==> src/rtl/v850_pkg.sv <==
// Shared types and helpers for the operand-read / issue stage.
//   reg_idx_t : 5-bit general-register index
//   word_t    : 32-bit register / operand word
//   R0        : hardwired-zero register index
//   NREG/XLEN : register count and width
package v850_pkg;

    localparam int NREG   = 32;
    localparam int XLEN   = 32;
    localparam int RIDX_W = 5;

    typedef logic [RIDX_W-1:0] reg_idx_t;
    typedef logic [XLEN-1:0]   word_t;

    localparam reg_idx_t R0 = '0;

    // True when an enabled port targets the given register index.
    function automatic logic idx_hit(input logic en, input reg_idx_t port_idx,
                                     input reg_idx_t idx);
        return en && (port_idx == idx);
    endfunction

    // Source read with same-cycle writeback bypass. Port 2 is checked first
    // because writeback lets port 2 win when both ports target one register.
    function automatic word_t fwd_operand(input reg_idx_t src,
                                          input word_t    gr_val,
                                          input logic     we,
                                          input reg_idx_t dst,
                                          input word_t    data,
                                          input logic     we2,
                                          input reg_idx_t dst2,
                                          input word_t    data2);
        word_t res;
        if (src == R0) begin
            res = '0;
        end else if (we2 && (dst2 == src)) begin
            res = data2;
        end else if (we && (dst == src)) begin
            res = data;
        end else begin
            res = gr_val;
        end
        return res;
    endfunction

endpackage

==> src/rtl/operand_scoreboard.sv <==
// Per-register in-flight scoreboard.
// A bit is set when an instruction leaves the output slot for execute with
// that destination, and cleared when writeback retires the register.
// Ports:
//   clk, rst_n            : clock, async active-low reset
//   set_en/set_idx        : set request, primary destination
//   set2_en/set2_idx      : set request, second destination
//   clr_en/clr_idx        : clear request, writeback port 1
//   clr2_en/clr2_idx      : clear request, writeback port 2
//   q1_idx/q1_pend        : combinational query port 1
//   q2_idx/q2_pend        : combinational query port 2
//   pend_vec              : full pending vector (destination checks)
module operand_scoreboard
    import v850_pkg::*;
(
    input  logic            clk,
    input  logic            rst_n,
    input  logic            set_en,
    input  reg_idx_t        set_idx,
    input  logic            set2_en,
    input  reg_idx_t        set2_idx,
    input  logic            clr_en,
    input  reg_idx_t        clr_idx,
    input  logic            clr2_en,
    input  reg_idx_t        clr2_idx,
    input  reg_idx_t        q1_idx,
    output logic            q1_pend,
    input  reg_idx_t        q2_idx,
    output logic            q2_pend,
    output logic [NREG-1:0] pend_vec
);

    logic [NREG-1:0] sb_q;
    logic [NREG-1:0] sb_d;

    // Clears are applied before sets so a same-cycle set on the same
    // register survives.
    always_comb begin
        sb_d = sb_q;
        if (clr_en)  sb_d[clr_idx]  = 1'b0;
        if (clr2_en) sb_d[clr2_idx] = 1'b0;
        if (set_en)  sb_d[set_idx]  = 1'b1;
        if (set2_en) sb_d[set2_idx] = 1'b1;
        sb_d[R0] = 1'b0;
    end

    always_ff @(posedge clk or negedge rst_n) begin
        if (!rst_n) begin
            sb_q <= '0;
        end else begin
            sb_q <= sb_d;
        end
    end

    assign q1_pend  = sb_q[q1_idx];
    assign q2_pend  = sb_q[q2_idx];
    assign pend_vec = sb_q;

endmodule

==> src/rtl/operand_read.sv <==
// Operand-read / issue stage.
// Reads two source operands for the decoded instruction from the GR array,
// bypassing same-cycle writeback data, stalls on RAW/WAW hazards against the
// scoreboard and the output slot, and presents the result to execute through
// a registered valid/ready slot.
// Ports:
//   clk, rst_n                 : clock, async active-low reset
//   GR                         : architectural register array from writeback
//   dec_*                      : instruction from decode (valid/ready)
//   wb_*                       : writeback ports (same-cycle strobes)
//   flush                      : branch redirect, kills the output slot
//   ex_*                       : registered output slot to execute
module operand_read
    import v850_pkg::*;
(
    input  logic     clk,
    input  logic     rst_n,
    input  word_t    GR [NREG],
    input  logic     dec_valid,
    output logic     dec_ready,
    input  reg_idx_t dec_src1,
    input  reg_idx_t dec_src2,
    input  logic     dec_use1,
    input  logic     dec_use2,
    input  reg_idx_t dec_dst,
    input  reg_idx_t dec_dst2,
    input  logic     dec_we,
    input  logic     dec_we2,
    input  logic     wb_we,
    input  logic     wb_we2,
    input  reg_idx_t wb_dst,
    input  reg_idx_t wb_dst2,
    input  word_t    wb_data,
    input  word_t    wb_data2,
    input  logic     flush,
    output logic     ex_valid,
    input  logic     ex_ready,
    output word_t    ex_op1,
    output word_t    ex_op2,
    output reg_idx_t ex_dst,
    output reg_idx_t ex_dst2,
    output logic     ex_we,
    output logic     ex_we2
);

    logic     ex_valid_q, ex_valid_d;
    word_t    ex_op1_q,   ex_op1_d;
    word_t    ex_op2_q,   ex_op2_d;
    reg_idx_t ex_dst_q,   ex_dst_d;
    reg_idx_t ex_dst2_q,  ex_dst2_d;
    logic     ex_we_q,    ex_we_d;
    logic     ex_we2_q,   ex_we2_d;

    logic            sb_src1, sb_src2;
    logic [NREG-1:0] sb_vec;

    logic  slot_free, handshake, accept, hazard;
    logic  slot_src1, slot_src2, slot_dst1, slot_dst2;
    logic  wb_clr1, wb_clr2;
    logic  haz_src1, haz_src2, haz_dst1, haz_dst2;
    logic  sb_set_en, sb_set2_en;
    word_t rd_op1, rd_op2;

    operand_scoreboard u_sb (
        .clk      (clk),
        .rst_n    (rst_n),
        .set_en   (sb_set_en),
        .set_idx  (ex_dst_q),
        .set2_en  (sb_set2_en),
        .set2_idx (ex_dst2_q),
        .clr_en   (wb_we),
        .clr_idx  (wb_dst),
        .clr2_en  (wb_we2),
        .clr2_idx (wb_dst2),
        .q1_idx   (dec_src1),
        .q1_pend  (sb_src1),
        .q2_idx   (dec_src2),
        .q2_pend  (sb_src2),
        .pend_vec (sb_vec)
    );

    always_comb begin
        slot_free = !ex_valid_q || ex_ready;
        handshake = ex_valid_q && ex_ready;

        // The slot's destinations are pending until they reach the
        // scoreboard; their data cannot be on the writeback ports yet.
        slot_src1 = ex_valid_q && (idx_hit(ex_we_q, ex_dst_q, dec_src1) ||
                                   idx_hit(ex_we2_q, ex_dst2_q, dec_src1));
        slot_src2 = ex_valid_q && (idx_hit(ex_we_q, ex_dst_q, dec_src2) ||
                                   idx_hit(ex_we2_q, ex_dst2_q, dec_src2));
        slot_dst1 = ex_valid_q && (idx_hit(ex_we_q, ex_dst_q, dec_dst) ||
                                   idx_hit(ex_we2_q, ex_dst2_q, dec_dst));
        slot_dst2 = ex_valid_q && (idx_hit(ex_we_q, ex_dst_q, dec_dst2) ||
                                   idx_hit(ex_we2_q, ex_dst2_q, dec_dst2));

        wb_clr1 = idx_hit(wb_we, wb_dst, dec_src1) || idx_hit(wb_we2, wb_dst2, dec_src1);
        wb_clr2 = idx_hit(wb_we, wb_dst, dec_src2) || idx_hit(wb_we2, wb_dst2, dec_src2);

        // A scoreboarded source is released by a same-cycle writeback since
        // the bypass mux delivers that data; destinations wait for the clear.
        haz_src1 = dec_use1 && (dec_src1 != R0) && (slot_src1 || (sb_src1 && !wb_clr1));
        haz_src2 = dec_use2 && (dec_src2 != R0) && (slot_src2 || (sb_src2 && !wb_clr2));
        haz_dst1 = dec_we  && (dec_dst  != R0) && (slot_dst1 || sb_vec[dec_dst]);
        haz_dst2 = dec_we2 && (dec_dst2 != R0) && (slot_dst2 || sb_vec[dec_dst2]);

        hazard = haz_src1 || haz_src2 || haz_dst1 || haz_dst2;
        accept = dec_valid && slot_free && !hazard && !flush;

        // A flushed slot never reaches execute, so it must not mark its
        // destinations in flight.
        sb_set_en  = handshake && !flush && ex_we_q;
        sb_set2_en = handshake && !flush && ex_we2_q;
    end

    always_comb begin
        rd_op1 = fwd_operand(dec_src1, GR[dec_src1], wb_we, wb_dst, wb_data,
                             wb_we2, wb_dst2, wb_data2);
        rd_op2 = fwd_operand(dec_src2, GR[dec_src2], wb_we, wb_dst, wb_data,
                             wb_we2, wb_dst2, wb_data2);
    end

    always_comb begin
        ex_valid_d = ex_valid_q;
        ex_op1_d   = ex_op1_q;
        ex_op2_d   = ex_op2_q;
        ex_dst_d   = ex_dst_q;
        ex_dst2_d  = ex_dst2_q;
        ex_we_d    = ex_we_q;
        ex_we2_d   = ex_we2_q;
        if (flush) begin
            ex_valid_d = 1'b0;
        end else if (accept) begin
            ex_valid_d = 1'b1;
            ex_op1_d   = rd_op1;
            ex_op2_d   = rd_op2;
            ex_dst_d   = dec_dst;
            ex_dst2_d  = dec_dst2;
            ex_we_d    = dec_we;
            ex_we2_d   = dec_we2;
        end else if (handshake) begin
            ex_valid_d = 1'b0;
        end
    end

    always_ff @(posedge clk or negedge rst_n) begin
        if (!rst_n) begin
            ex_valid_q <= 1'b0;
            ex_op1_q   <= '0;
            ex_op2_q   <= '0;
            ex_dst_q   <= '0;
            ex_dst2_q  <= '0;
            ex_we_q    <= 1'b0;
            ex_we2_q   <= 1'b0;
        end else begin
            ex_valid_q <= ex_valid_d;
            ex_op1_q   <= ex_op1_d;
            ex_op2_q   <= ex_op2_d;
            ex_dst_q   <= ex_dst_d;
            ex_dst2_q  <= ex_dst2_d;
            ex_we_q    <= ex_we_d;
            ex_we2_q   <= ex_we2_d;
        end
    end

    assign dec_ready = slot_free && !hazard && !flush;
    assign ex_valid  = ex_valid_q;
    assign ex_op1    = ex_op1_q;
    assign ex_op2    = ex_op2_q;
    assign ex_dst    = ex_dst_q;
    assign ex_dst2   = ex_dst2_q;
    assign ex_we     = ex_we_q;
    assign ex_we2    = ex_we2_q;

endmodule

==> config.mk <==
export PLATFORM = sky130hd
export DESIGN_NAME = operand_read
export DESIGN_NICKNAME = d
export VERILOG_FILES = /design/src/rtl/v850_pkg.sv /design/src/rtl/operand_scoreboard.sv /design/src/rtl/operand_read.sv
export SDC_FILE = /design/constraint.sdc
export NUM_CORES = 1
export LEC_CHECK = 0
export ABC_AREA = 0
export CAP_MARGIN = 10
export CORE_AREA = 2 2 474 476
export CTS_CLUSTER_SIZE = 30
export DETAILED_ROUTE_END_ITERATION = 10
export DIE_AREA = 0 0 476 478
export GPL_TIMING_DRIVEN = 0
export HOLD_SLACK_MARGIN = 0.03
export MAX_ROUTING_LAYER = met4
export PLACE_DENSITY = 0.38
export SYNTH_ARGS = -nofsm -noshare
export SYNTH_HDL_FRONTEND = slang
export SYNTH_HIERARCHICAL = 1
export SYNTH_SLANG_ARGS = --single-unit
==> constraint.sdc <==
create_clock -name clk -period 4 [get_ports clk]
set_input_delay 0.6 -clock clk [delete_from_list [all_inputs] [get_ports clk]]
set_output_delay 0.6 -clock clk [all_outputs]
set_load 0.05 [all_outputs]
======== Word-level counts from Yosys, hierarchy flattened ========
Index checks and enable logic that the tools add are counted.
word-level totals
  flip-flop bits (word level) ............. 108
  output and inout port bits .............. 78
  logic and storage cells ................. 144
operators by class
  magnitude comparators ................... 14
  eq/ne operators ......................... 12
  multiplexer cells ....................... 35
  bitwise logic cells ..................... 9
  reduce and logical (&&, ||, !) cells .... 66
operators by type and width
  kind                                                  number
  two-way mux 32 bit                                    14
  binary-select mux 32 bit (select 5 bit)               2
  bitwise AND 32 bit                                    2
  inverter 32 bit                                       2
  bitwise OR 32 bit                                     2
  == test 5 bit                                         12
  < comparator 5 x 6 -> 1 bit (second input constant)   8
  logical AND 1 bit                                     39
  binary-select mux 1 bit (select 5 bit)                4
  demux 1 bit (select 5 bit)                            4
  >= comparator 5 x 1 -> 1 bit (second input constant)  4
  nonzero test 5 bit                                    4
  logical OR 1 bit                                      14
  >= comparator 6 bit (second input constant)           2
  inverter 5 -> 6 bit                                   2
  two-way mux 1 bit                                     11
  logical NOT 5 bit                                     2
  logical NOT 1 bit                                     5
  nonzero test 3 bit                                    1
  AND reduction 2 bit                                   1
  inverter 1 bit                                        1

======== Depth between registers and ports, before layout ========
  depth in word-level cells ............... 15
  gate-level depth with buffers ........... 12
  depth with buffers taken out ............ 9

======== Hierarchy ========
Netlist, hierarchy kept.
by module, submodules not included
  module              times used  cells an instance  area an instance (um2)  sequential area each (um2)
  operand_read        1           1,708              21,657.0                1,926.8
  operand_scoreboard  1           256                2,432.3                 775.7

======== Worst setup path after synthesis ========
OpenSTA, ideal clock, no wires.
  path type ............................... input to output
  from .................................... in dec_src2[1]
  to ...................................... out dec_ready
  data arrival time ....................... 2.485 ns
  setup slack ............................. 0.915 ns
  stages .................................. 9
  path through ............................ buf_6 mux4_2 nand2b_1 o211ai_1 nand4_1 and3_1 a31oi_1 and4_1 and3_1
on the way
  elaborated cells between the ends (all ways) .. 25
RTL lines
  element                                  line                      text
  start: declaration                       operand_read.sv:22        input reg_idx_t dec_src2,
  binary-select mux 1 bit (select 5 bit)   operand_scoreboard.sv:56  assign q2_pend = sb_q[q2_idx];
  two-way mux 1 bit (not written as such)  operand_scoreboard.sv:56
  named net sb_src2                        operand_read.sv:54        logic sb_src1, sb_src2;
  logical AND 1 bit                        operand_read.sv:103       haz_src2 = dec_use2 && (dec_src2 != R0) && (slot_src2 || (sb_src2 && !wb_clr2));
  logical OR 1 bit                         operand_read.sv:103
  logical AND 1 bit                        operand_read.sv:103
  logical OR 1 bit (3 in a row)            operand_read.sv:107       hazard = haz_src1 || haz_src2 || haz_dst1 || haz_dst2;
  logical NOT 1 bit                        operand_read.sv:166       assign dec_ready = slot_free && !hazard && !flush;
  logical AND 1 bit (2 in a row)           operand_read.sv:166
  end: declaration                         operand_read.sv:20        output logic dec_ready,
The timed path passes the listed nets, and every way through them passes these cells. The select of a mux whose other input is x is not followed.

======== Worst setup path after layout ========
  from .................................... in dec_src2[2]
  to ...................................... reg ex_op2_q[26], in the netlist ex_op2[26]
on the way
  cells in the longest elaborated chain, start to end .. 14
  elaborated cells between the ends (all ways) .. 34
ends and longest elaborated chain
  element                                                                                          line                 text
  parallel branches: the longest is 14 deep, another holds binary-select mux 1 bit (select 5 bit)  n/a
  end signal: assignment                                                                           operand_read.sv:158  ex_op2_q <= ex_op2_d;
  end: declaration                                                                                 operand_read.sv:48   word_t ex_op2_q, ex_op2_d;
Parallel ways; which one is timed is not known. The select of a mux whose other input is x is not followed.
A chain may end at the register's enable or synchronous reset.

==> parameters.txt <==
Parameter                              Value

Status
  Outcome ... finished, violations left
  Violations in the final reports ... setup timing

Yosys
  Flops & latches, synth ... 108
  Number of enable flip-flop cells after synthesis ... 0
  Library cells used by synthesis ... 57
  Count of synthesis-stage warnings from yosys ... 6
  Cell area after technology mapping ... 24100 um2
  Share of the synthesized area in the top cell type ... 0.487
  Number of nets in the synthesized netlist ... 3093
  Instance count of the mapped netlist ... 1964
  Share of flip-flops with an asynchronous set or reset ... 1.00
  Post-synthesis cell type with the largest combined area ... sky130_fd_sc_hd__mux4_2
  Sequential-to-total area share from yosys stat ... 0.112
  Largest cells by area after synthesis ... sky130_fd_sc_hd__mux4_2, sky130_fd_sc_hd__mux2i_1, sky130_fd_sc_hd__dfrtp_1, sky130_fd_sc_hd__a22oi_1, sky130_fd_sc_hd__mux2_2
  Mean cell area of the mapped netlist ... 12.3 um2
  Most instantiated flip-flop cell in the synthesis netlist ... sky130_fd_sc_hd__dfrtp_1

Global routing
  Initial antenna violation count ... 155
  Largest net degree at the start of global routing ... 69
  Aggregate global-route resource usage ... 0.234
  Via count of the first global-routing pass ... 28.4k
  First-pass GRT wire length ... 330 mm
  Residual overflow from global routing ... 0

Pwr
  Highest ir drop seen on vdd ... 0.220 mV
  Internal Power ... 5.47 mW
  Switching power ... 5.28 mW
  Gate power share ... 0.713
  Sequential group share of total power ... 0.183
  Leakage component of the power ... 14.2 nW
  Total power consumption of the routed design ... 10.8 mW
  Clock Power Share ... 0.104
  Switching power as a share of total power ... 0.491
  Pwr per Cell Area ... 260 nW/um2

Critical path
  Origin of the worst setup path ... dec_src2[2]
  Critical Path Source Type ... input port
  Req. time, crit path ... 4.33 ns
  RR Startpoint ... ex_dst2[4]
  Endpoint arrival time on the critical path ... 4.41 ns
  Endpoint type of the worst setup path ... flip-flop
  Count of cells along the worst register-to-register path ... 10
  Maximum fanout along the worst path ... 10
  Worst R2R Setup Slack ... 0.80 ns
  Delay contributed by the slowest stage of the critical path ... 0.64 ns
  Critical path type ... input port to flip-flop
  Slowest-stage cell, CP ... sky130_fd_sc_hd__a22oi_1
  Worst reg2reg endpoint ... ex_op2[26]
  Chain of cells forming the critical path ... clkdlybuf4s50_1 -> clkbuf_4 -> buf_4 -> clkdlybuf4s15_2 -> mux2i_1 -> a22oi_1 -> nand3_2 -> a31oi_1 -> mux2_4

Clocking
  Clock input transition at the sequential cells of the worst setup and hold paths ... 0.09 ns
  Total number of clock tree sinks ... 108
  Root buffer cell ... sky130_fd_sc_hd__clkbuf_16
  Max Buffers Root-to-Sink ... 2
  Clock buffers created by TritonCTS ... 9
  CTS H-tree lvls ... 3
  Hold buffers post-CTS ... 0
  Skew-Pair Late Insertion Delay ... 0.39 ns
  Clock tree from TritonCTS ... built

Placed design
  Placer Congestion ... 0.923
  Placed wire-length estimate after detailed placement ... 240 mm
  Port Buffer Count ... 1193

Flow run
  Reported max-cap violation count ... 0

Floorplanning
  Chip Height ... 478 um
  Top-Level Pins ... 1207
  Area of the die ... 228000 um2
  Standard-cell rows ... 174
  Die X-Extent ... 476 um
  Effective utilization at floorplan ... 0.108
  Core Region ... 223000 um2

Timing
  Number of max-slew violations in the final report ... 0
  Normalized max-slew margin ... 0.178
  RSZ-0062 raised after global routing ... yes
  Minimum period implied by the final worst setup slack ... 4.08 ns
  Post-Route Skew ... 0.0198 ns
  Worst-margin pin slew ... 1.23 ns
  Minimum setup slack in the final design ... -0.0752 ns
  Fmax achieved ... 245 MHz
  Post-Route Hold Slack ... 0.108 ns
  Final number of hold-violating endpoints ... 0
  Final setup violating endpoints ... 3
  Final cycle utilization of the critical path ... 1.02

Routing
  Post-detailed-route wirelength per cell ... 42.8 um
  Via/cell ratio ... 4.36
  Post-route DRC violation count ... 0
  Routed vias ... 27.3k
  Total wire length after detailed routing ... 268 mm
  DR pass1 iterations ... 6
  Remaining antenna violation count after routing ... 0
  First-iteration detailed-routing DRC count ... 2117

Cells and area
  Area taken by multi-input logic gates ... 20600 um2
  # nets final ... 4318
  Number of filler instances in the final layout ... 24.6k
  Area added between synthesis and finish ... 72.0%
  Sequential cell area ... 2700 um2
  Share of final-layout standard cells stronger than drive strength 1 ... 0.277
  Post-Route Utilization ... 0.186

Hold path
  Hold/Removal Path Class ... input port to asynchronous set/reset pin
## cells by family (layout without fill, tap and decap cells)
logic type / Yosys count / after routing / synth area share
multiplexers: 894 / 894 / 0.651
AO/OA/AOI/OAI: 362 / 362 / 0.107
AND/OR/NAND/NOR: 280 / 280 / 0.0601
buffers and inverters: 259 / 1489 / 0.0469
flip-flops: 108 / 108 / 0.112
XOR/XNOR: 60 / 60 / 0.0218
other: 1 / 81 / 0.000156
## critical path, delay by kind of cell
kind | cells | cell delay [ns]
buffers and inverters | 4 | 1.98
AOI/OAI and AO/OA | 2 | 0.98
and+or+nand+nor | 1 | 0.44
muxes | 2 | 0.34
## per-layer routing
metal / wire length (um) / up-vias / global-route usage / share of wire
met5: 0 / - / - / 0
met4: 4880 / 0 / 0.0349 / 0.018
met3: 16300 / 197 / 0.0395 / 0.061
met2: 131000 / 1543 / 0.396 / 0.49
met1: 115000 / 14500 / 0.295 / 0.43
li1: - / 11100 / - / -
## power by group through the flow
stage / sequential [mW] / clock [mW] / combinational, mW
detailed placement: 1.99 / 0 / 7.62
global route: 2.01 / 1.18 / 7.98
global placement: 1.98 / 0 / 7.56
CTS: 1.97 / 1.15 / 7.73
finish: 1.97 / 1.12 / 7.67
floorplan: 2.90 / 0 / 2.58
## cell usage after synthesis (6+ instances only)
cell and count:
sky130_fd_sc_hd__o221ai_1 62, sky130_fd_sc_hd__buf_1 45, sky130_fd_sc_hd__buf_6 8, sky130_fd_sc_hd__nor4_1 8
sky130_fd_sc_hd__mux2_4 29, sky130_fd_sc_hd__nor3b_1 8, sky130_fd_sc_hd__and3_1 12, sky130_fd_sc_hd__nand3b_1 10
sky130_fd_sc_hd__a21oi_1 39, sky130_fd_sc_hd__buf_2 64, sky130_fd_sc_hd__and3b_1 10, sky130_fd_sc_hd__nand4_1 10
sky130_fd_sc_hd__clkbuf_1 132, sky130_fd_sc_hd__xor2_1 32, sky130_fd_sc_hd__a31oi_1 34, sky130_fd_sc_hd__a22oi_1 166
sky130_fd_sc_hd__mux2i_1 293, sky130_fd_sc_hd__nor2_1 44, sky130_fd_sc_hd__xnor2_1 28, sky130_fd_sc_hd__nand2_1 81
sky130_fd_sc_hd__nor3_1 6, sky130_fd_sc_hd__dfrtp_1 108, sky130_fd_sc_hd__mux4_2 521, sky130_fd_sc_hd__o21ai_0 33
sky130_fd_sc_hd__nor2b_1 11, sky130_fd_sc_hd__mux2_2 50, sky130_fd_sc_hd__nand2b_1 7, sky130_fd_sc_hd__nand3_1 55
## layout make-up
type | instances | area share
multi-input cells | 1597 | 0.498
repair buffers | 1215 | 0.298
well taps | 2992 | 0.0903
flip-flops and latches | 108 | 0.0652
plain buffers | 254 | 0.0343
clock buffers | 11 | 0.00586
diodes | 80 | 0.00483
clock inverters | 5 | 0.00257
inverters | 4 | 0.000362
## worst max-delay path by stage
stage                       endpoint  depth (start not counted)
after floorplan            dec_ready                          9
after global placement    ex_op1[19]                          9
after detailed placement   ex_op2[1]                          9
after CTS                  dec_ready                          9
after global routing       dec_ready                          9
final                     ex_op2[26]                          9
## state kept, by name, indices dropped and copies added (netlist names)
name / cells
ex_we: 1
ex_dst: 5
u_sb/pend_vec: 31
ex_op2: 32
ex_valid: 1
ex_we2: 1
ex_op1: 32
ex_dst2: 5
## layout by cell type (no fill, tap or decap), drive strengths merged, types with 7 or more instances in the layout
cell type | Yosys | layout
and3 | 12 | 12
nand3 | 55 | 55
nand2b | 7 | 7
o21ai | 33 | 33
nor2b | 11 | 11
o221ai | 62 | 62
and3b | 10 | 10
xor2 | 32 | 32
mux4 | 522 | 522
diode | 0 | 80
nor3b | 9 | 9
nor2 | 44 | 44
buf | 121 | 128
nand2 | 81 | 81
a22oi | 166 | 166
mux2 | 79 | 79
dfrtp | 108 | 108
nand3b | 10 | 10
a21oi | 39 | 39
mux2i | 293 | 293
clkdlybuf4s50 | 0 | 1190
a31oi | 34 | 34
clkdlybuf4s15 | 0 | 18
clkbuf | 134 | 143
nor4 | 8 | 8
xnor2 | 28 | 28
nand4 | 11 | 11
## stage by stage
stage / std cells / setup WS (ns) / TNS, ns / instance area [um2]
after floorplan: 1964 / 0.915 / 0 / 24100
after global placement: 6149 / -3.00 / -442.59 / 39800
after detailed placement: 6170 / -1.99 / -117.14 / 40200
after CTS: 6187 / -0.0232 / -0.0327 / 41200
after global routing: 6247 / -0.0976 / -0.0976 / 41400
final: 6266 / -0.0752 / -0.163 / 41400
## what timing repair did
action	in CTS	in global routing
setup buffers	1	0
resized for setup	196	14
pin swaps	1	0
setup endpoints to repair	78	11
No activity file was read; power rests on OpenSTA's default activity.
